--- src/rtl/dmem_arbiter.sv ---
`default_nettype none
// ============================================================================
//  Module      : dmem_arbiter
//  Description : Two-port round-robin arbiter and access sequencer for the
//                single-port data memory. Port 0 is the core load/store unit,
//                port 1 a secondary master (debug/DMA loader). One request is
//                accepted at a time; dmem is driven for one cycle and a
//                one-cycle response (read data or write ack) is returned to
//                the owning port. Grant in cycle N -> memory access in N+1 ->
//                response in N+2.
//  Ports       : clk, reset (sync, active-high)
//                m0_*/m1_* : req/we/addr/wdata in, gnt/rvalid/rdata/err out
//                mem_we/mem_a/mem_wd out, mem_rd in (combinational read)
//  Revision    : 1.0  initial release
// ============================================================================
module dmem_arbiter #(
    parameter int AW = 32,
    parameter int DW = 32
) (
    input  logic          clk,
    input  logic          reset,

    input  logic          m0_req,
    input  logic          m0_we,
    input  logic [AW-1:0] m0_addr,
    input  logic [DW-1:0] m0_wdata,
    output logic          m0_gnt,
    output logic          m0_rvalid,
    output logic [DW-1:0] m0_rdata,
    output logic          m0_err,

    input  logic          m1_req,
    input  logic          m1_we,
    input  logic [AW-1:0] m1_addr,
    input  logic [DW-1:0] m1_wdata,
    output logic          m1_gnt,
    output logic          m1_rvalid,
    output logic [DW-1:0] m1_rdata,
    output logic          m1_err,

    output logic          mem_we,
    output logic [AW-1:0] mem_a,
    output logic [DW-1:0] mem_wd,
    input  logic [DW-1:0] mem_rd
);

    typedef enum logic [1:0] {
        S_IDLE   = 2'd0,
        S_ACCESS = 2'd1,
        S_RESP   = 2'd2
    } state_t;

    state_t        r_state;
    state_t        w_state_nxt;

    logic          r_rr_last;   // port granted most recently (1 = port 1)
    logic          r_owner;     // port owning the in-flight access
    logic          r_we;
    logic [AW-1:0] r_addr;
    logic [DW-1:0] r_wdata;
    logic [DW-1:0] r_rdata;     // load data captured at the end of ACCESS

    logic          w_can_accept;
    logic          w_pick1;
    logic          w_gnt_any;
    logic          w_aligned;
    logic          w_resp;

    // A new request may be taken while idle or while the previous response
    // is being returned, giving back-to-back accesses every two cycles.
    assign w_can_accept = !reset && ((r_state == S_IDLE) || (r_state == S_RESP));

    // Port 1 wins when it is the sole requester, or on a tie when port 0
    // was the one served last.
    assign w_pick1   = m1_req && (!m0_req || !r_rr_last);
    assign m1_gnt    = w_can_accept && w_pick1;
    assign m0_gnt    = w_can_accept && m0_req && !w_pick1;
    assign w_gnt_any = m0_gnt || m1_gnt;

    assign w_aligned = (r_addr[1:0] == 2'b00);

    always_comb begin
        w_state_nxt = r_state;
        mem_we      = 1'b0;
        w_resp      = 1'b0;
        case (r_state)
            S_IDLE: begin
                if (w_gnt_any) begin
                    w_state_nxt = S_ACCESS;
                end
            end
            S_ACCESS: begin
                w_state_nxt = S_RESP;
                // Misaligned stores are suppressed; reset drops the write.
                mem_we      = r_we && w_aligned && !reset;
            end
            S_RESP: begin
                w_resp      = !reset;
                w_state_nxt = w_gnt_any ? S_ACCESS : S_IDLE;
            end
            default: begin
                w_state_nxt = S_IDLE;
            end
        endcase
    end

    // Address and data registers only change on a grant, so the memory bus
    // holds its last values outside the ACCESS cycle.
    assign mem_a  = r_addr;
    assign mem_wd = r_wdata;

    assign m0_rvalid = w_resp && !r_owner;
    assign m1_rvalid = w_resp &&  r_owner;
    assign m0_rdata  = m0_rvalid ? r_rdata : '0;
    assign m1_rdata  = m1_rvalid ? r_rdata : '0;
    assign m0_err    = m0_rvalid && !w_aligned;
    assign m1_err    = m1_rvalid && !w_aligned;

    always_ff @(posedge clk) begin
        if (reset) begin
            r_state   <= S_IDLE;
            r_rr_last <= 1'b1;
            r_owner   <= 1'b0;
            r_we      <= 1'b0;
            r_addr    <= '0;
            r_wdata   <= '0;
            r_rdata   <= '0;
        end else begin
            r_state <= w_state_nxt;
            if (w_gnt_any) begin
                r_owner   <= m1_gnt;
                r_rr_last <= m1_gnt;
                r_we      <= m1_gnt ? m1_we    : m0_we;
                r_addr    <= m1_gnt ? m1_addr  : m0_addr;
                r_wdata   <= m1_gnt ? m1_wdata : m0_wdata;
            end
            if (r_state == S_ACCESS) begin
                // Stores and misaligned accesses return zero data.
                r_rdata <= (!r_we && w_aligned) ? mem_rd : '0;
            end
        end
    end

endmodule
`default_nettype wire

--- config.mk ---
export PLATFORM = sky130hd
export DESIGN_NAME = dmem_arbiter
export DESIGN_NICKNAME = d
export VERILOG_FILES = /design/src/rtl/dmem_arbiter.sv
export SDC_FILE = /design/constraint.sdc
export NUM_CORES = 1
export LEC_CHECK = 0
export CAP_MARGIN = 5
export CORE_AREA = 3 3 123 125
export CTS_BUF_LIST = sky130_fd_sc_hd__clkbuf_8
export CTS_CLUSTER_SIZE = 14
export DETAILED_ROUTE_END_ITERATION = 10
export DIE_AREA = 0 0 126 128
export GPL_TIMING_DRIVEN = 1
export PLACE_DENSITY = 0.9
export SLEW_MARGIN = 0
export SYNTH_ARGS = -nofsm -noshare
export SYNTH_HDL_FRONTEND = slang
export SYNTH_SLANG_ARGS = --single-unit
--- constraint.sdc ---
create_clock -name clk -period 1.3 [get_ports clk]
set_input_delay 0.195 -clock clk [delete_from_list [all_inputs] [get_ports clk]]
set_output_delay 0.195 -clock clk [all_outputs]
set_load 0.01 [all_outputs]
Yosys cells after proc, flatten, opt, wreduce, memory -nomap -nowiden. Cells that the tools add are included.

Flip-flop bits (word level): 101. Bits in latches: 0. Memory bits (writable): 0. ROM bits: 0. Input bits: 166. Output and inout port bits: 135. Logic and storage cells: 45. Memories kept: 0.

$add $sub $neg: 0. $mul: 0. Div/mod/pow operators: 0. Order comparisons: 0. Equal/unequal tests: 3. Shifts and indexed selects: 0. Multiplexer cells: 11. Bitwise gates (word level): 0. Reduce and logical (&&, ||, !) cells: 24.

Operator list (count): 2-to-1 mux 32 bit (5); logical AND 1 bit (12); logical NOT 1 bit (7); case mux 2 bit (3 select lines) (1); logical NOT 2 bit (2); 2-to-1 mux 1 bit (4); logical OR 1 bit (3); == test 2 x 1 -> 1 bit, second input constant (1); == test 2 bit, second input constant (1); 2-to-1 mux 2 bit (1); != test 2 bit, second input constant (1).

Longest topological paths before layout. Gate-level depths: netlist (run 1).

Depth in word-level cells: 8. Mapped depth: 5. Depth with buffers taken out: 3.

Worst setup path before layout (run 1). OpenSTA, ideal clock, no wires.

Path type: register to output. Start point: register r_state[0]. End point: output port m0_rdata[22]. Data arrival time: 1.242 ns. Data required time: 1.105 ns. Path slack: -0.137 ns. Cell stages (with the launch flop): 5. Buffers on the path: 1. Cells stage by stage: dfxtp_1 > or2_4 > nor3b_4 > buf_2 > and2_1.

Cells in the longest elaborated chain, start to end: 4.

Ends and longest elaborated chain: start: declaration (line 53) `state_t r_state;`; start signal: assignment (line 129) `r_state <= w_state_nxt;`; == test 2 bit (line 86) `case (r_state)`; 2-to-1 mux 1 bit (line 86); logical AND 1 bit (line 112) `assign m0_rvalid = w_resp && !r_owner;`; net m0_rvalid (line 28) `output logic m0_rvalid,`; 2-to-1 mux 32 bit (line 114) `assign m0_rdata = m0_rvalid ? r_rdata : '0;`; end: declaration (line 29) `output logic [DW-1:0] m0_rdata,`.

The timed path passes the listed nets, and every way through them passes these cells.

Worst setup path after layout (run 1).
Start point: register r_state[0]. End point: output port m0_rdata[16].

Cells in the longest elaborated chain, start to end: 4.

Ends and longest elaborated chain (line): == test 2 bit (86); 2-to-1 mux 1 bit (86); logical AND 1 bit (112); 2-to-1 mux 32 bit (114).

Every way passes these cells.

==> results.rst, run 1 <==
.. list-table::
   :header-rows: 1

   * - Metric
     - Value
   * - Clock Skews
     - 0.0125 ns
   * - Synthesized area divided by synthesized cell count
     - 8.49 sq um
   * - Max VDD drop
     - 0.479 mV
   * - Number of top-level pins
     - 301
   * - Share of flip-flops with an asynchronous set or reset
     - 0
   * - Met2 usage in global routing
     - 0.425
   * - Number of synthesized flops with an enable pin
     - 0
   * - Switching component of the power
     - 0.00223 W
   * - Overall routed net length
     - 22.8 mm
   * - Vertical die dimension
     - 128 um
   * - Remaining antenna violation count
     - 0
   * - Number of endpoints with negative hold slack in the final report
     - 0
   * - Most common flop cell mapped by yosys
     - sky130_fd_sc_hd__dfxtp_1
   * - Fill cell total of the finished layout
     - 1,059
   * - Final layout net count
     - 1,065
   * - Utilization of the core after routing
     - 0.663
   * - Clock tree buffer depth
     - 2
   * - Number of placed instances with taps included
     - 1,029
   * - Kind of critical path
     - reg -> out
   * - Measured slew at the worst slew-check pin
     - 0.768 ns
   * - Yosys Warn Count
     - 0
   * - Capturing element type of the critical path
     - output port
   * - Clock Power Share
     - 0.277
   * - Detailed Route Iter0 Violations
     - 561
   * - Post-synthesis to final-layout area growth
     - 88.9%
   * - Worst hold path type
     - in -> reg
   * - Distinct cell type count after synthesis
     - 28
   * - Leading cell types by total area after synthesis
     - sky130_fd_sc_hd__dfxtp_1, sky130_fd_sc_hd__a311oi_2, sky130_fd_sc_hd__nand2_1
   * - Cell area after synthesis
     - 4910 sq um
   * - Final-layout setup total negative slack
     - -72.27 ns
   * - Largest net degree at the start of global routing
     - 67
   * - Final RePlAce weighted congestion
     - 0.814
   * - CORE AREA
     - 14,000 sq um
   * - Number of synthesized register bits
     - 101
   * - Highest-count cells in the layout ignoring fill and taps
     - sky130_fd_sc_hd__clkdlybuf4s50_1, sky130_fd_sc_hd__nand2_1, sky130_fd_sc_hd__dfxtp_1
   * - Aggregate global-route resource usage
     - 0.243
   * - Worst-path maximum fanout
     - 8
   * - Final setup violation count
     - 170
   * - Register share of total power
     - 0.452
   * - Fraction of post-synthesis cell area in the top cell type by area
     - 0.412
   * - Data required time at the worst endpoint
     - 1.11 ns
   * - Initial antenna violation count
     - 0
   * - Highest attainable clock frequency
     - 0.484 GHz
   * - Final critical delay including setup and external delays
     - 2.07 ns
   * - Synth Net Count
     - 744
   * - Most frequent standard cell in the layout excluding fill and tap cells
     - sky130_fd_sc_hd__clkdlybuf4s50_1
   * - Leak
     - 3.94 nW
   * - Root buffer cell
     - sky130_fd_sc_hd__clkbuf_8
   * - Row Count
     - 43
   * - Vias per inst
     - 5.61
   * - CTS buffer count
     - 9
   * - Pwr dens
     - 826 nW/um^2
   * - Failing checks
     - negative setup slack
   * - Share of cells above drive strength 1
     - 0.306
   * - Routed length per instance
     - 21.1 um
   * - Status
     - finished with violations
   * - Detailed placement HPWL
     - 13.1 mm
   * - Internal
     - 0.00543 W
   * - Endpoint arrival time on the critical path
     - 1.87 ns
   * - Total die area
     - 16,100 sq um
   * - Ant. Diodes
     - 0
   * - Number of buffer cells added on primary ports
     - 300
   * - Met1 Use GR
     - 0.273
   * - Later-pin clock latency in the skew report
     - 0.37 ns
   * - Top cell type by total area after synthesis
     - sky130_fd_sc_hd__dfxtp_1
   * - Number of sinks on the clock net
     - 101
   * - Global-route wire length before repair
     - 31.7 mm
   * - Worst hold margin
     - 0.263 ns
   * - Critical path launch point type
     - flop
   * - Crit share post-route
     - 1.59
   * - Comb power frac
     - 0.270
   * - Count of non-filler cells in the finished layout
     - 1,083
   * - RSZ-0062 raised after global routing
     - true
   * - Hold buffer count at cts
     - 0
   * - Final routed DRC violation total
     - 0
   * - Net Sw Frac
     - 0.291
   * - Layer carrying the most global-route usage
     - met2
   * - TritonCTS clock tree
     - done
   * - Horizontal die dimension
     - 126 um
   * - Total via count in the routed design
     - 6,074
   * - Worst-case setup margin in the final layout
     - -0.767 ns
   * - Via count of the first global-routing pass
     - 5,975
   * - Clock slew seen by the registers of the worst setup and hold paths
     - 0.10 ns
   * - Worst relative slew slack
     - 0.488
   * - Pre-Repair DR Iteration Count
     - 5
   * - Synth Instances
     - 578
   * - Overflow after GRT
     - 0
   * - Initial core utilization
     - 0.351
   * - Max-capacitance violation count
     - 0
   * - # H-tree levels
     - 3
   * - Total power
     - 0.00766 W
   * - Final number of max-transition violations
     - 0
   * - Fraction of the yosys area taken by sequential cells
     - 0.412
   * - Met3 Use GR
     - 0.0654
-- what timing repair did --
| item | in CTS | in global routing |
|---|---|---|
| setup buffers | 19 | 9 |
| resized for setup | 420 | 80 |
| setup endpoints to repair | 234 | 188 |
| gates cloned | 11 | 7 |
| pin swaps | 7 | 15 |
-- layout make-up --
cell class,instances,area [sq um],area share
inverter,2,7.51,0.000810
tap,180,225,0.0243
sequential,101,2020,0.218
clock inverter,4,47.5,0.00513
clock buffer,11,151,0.0163
timing repair buffer,374,3980,0.429
multi-input combinational,411,2840,0.306
-- worst max-delay path, stage by stage, from the launching register on --
cell and delay [ns]:
sky130_fd_sc_hd__dfxtp_2 0.34, sky130_fd_sc_hd__or2_4 0.24, sky130_fd_sc_hd__nor3b_4 0.21, sky130_fd_sc_hd__buf_6 0.13
sky130_fd_sc_hd__buf_6 0.11, sky130_fd_sc_hd__buf_12 0.12, sky130_fd_sc_hd__buf_16 0.12, sky130_fd_sc_hd__and2_4 0.14
sky130_fd_sc_hd__buf_6 0.09
-- power by group through the flow --
stage	clock, W	combinational, W	sequential [W]
after detailed placement	0	0.00183	0.00351
final	0.00212	0.00207	0.00346
after CTS	0.00213	0.00191	0.00344
after floorplan	0	0.000715	0.00356
after global routing	0.00228	0.00218	0.00348
after global placement	0	0.00179	0.00351
-- synthesized netlist by cell type (13+ instances only) --
library cell,n
sky130_fd_sc_hd__nand2_1,111
sky130_fd_sc_hd__dfxtp_1,101
sky130_fd_sc_hd__and2_1,64
sky130_fd_sc_hd__nor3_1,54
sky130_fd_sc_hd__nor2_1,38
sky130_fd_sc_hd__a32oi_1,32
sky130_fd_sc_hd__a311oi_2,30
sky130_fd_sc_hd__clkbuf_1,28
sky130_fd_sc_hd__a311oi_1,24
sky130_fd_sc_hd__nand3_1,22
sky130_fd_sc_hd__buf_2,20
sky130_fd_sc_hd__buf_4,13
-- logic make-up after synthesis --
| family | Yosys count | synth area share |
|---|---|---|
| simple gates | 300 | 0.296 |
| compound gates | 111 | 0.222 |
| flops | 101 | 0.412 |
| buf+inv | 66 | 0.0701 |
-- worst paths after layout --
| path | from | to | slack [ns] | cells past startpoint |
|---|---|---|---|---|
| max | r_state[0] | m0_rdata[16] | -0.77 | 8 |
| min | reset | r_state[1] | 0.26 | 4 |
| max reg2reg | r_state[0] | mem_wd[14] | -0.42 | 7 |
| min reg2reg | mem_wd[24] | mem_wd[24] | 0.49 | 2 |
-- registers in the layout, indices dropped and copies added (netlist names) --
name       flops
mem_a         32
mem_wd        32
r_rdata       32
r_state        2
r_owner        1
r_rr_last      1
r_we           1
-- metal layers --
metal  vias up  part of all wire  routed length [um]
li1       2712                 -                   -
met1      2937              0.38                8620
met2       361              0.50               11400
met3        64             0.089                2020
met4         0             0.034                 786
met5         -                 0                   0
-- stage by stage --
stage	setup WS, ns	cell area [sq um]
6_report	-0.767	9270
5_1_grt	-0.872	9270
4_1_cts	-0.787	8830
3_5_place_dp	-0.702	8190
3_3_place_gp	-0.669	8190
2_1_floorplan	-0.0798	4980
Note: power is estimated with default switching activity, not from simulation.
==> run 2, diff against run 1 <==
--- a/config.mk
+++ b/config.mk
@@ -5,9 +5,11 @@
 export SDC_FILE = /design/constraint.sdc
 export NUM_CORES = 1
 export LEC_CHECK = 0
+export ABC_AREA = 0
 export CAP_MARGIN = 5
 export CORE_AREA = 3 3 123 125
 export CTS_BUF_LIST = sky130_fd_sc_hd__clkbuf_8
+export CTS_CLUSTER_DIAMETER = 50
 export CTS_CLUSTER_SIZE = 14
 export DETAILED_ROUTE_END_ITERATION = 10
 export DIE_AREA = 0 0 126 128
==> results of run 2 <==
Same layout as run 1: the final DEF is identical, and so are final timing and power.
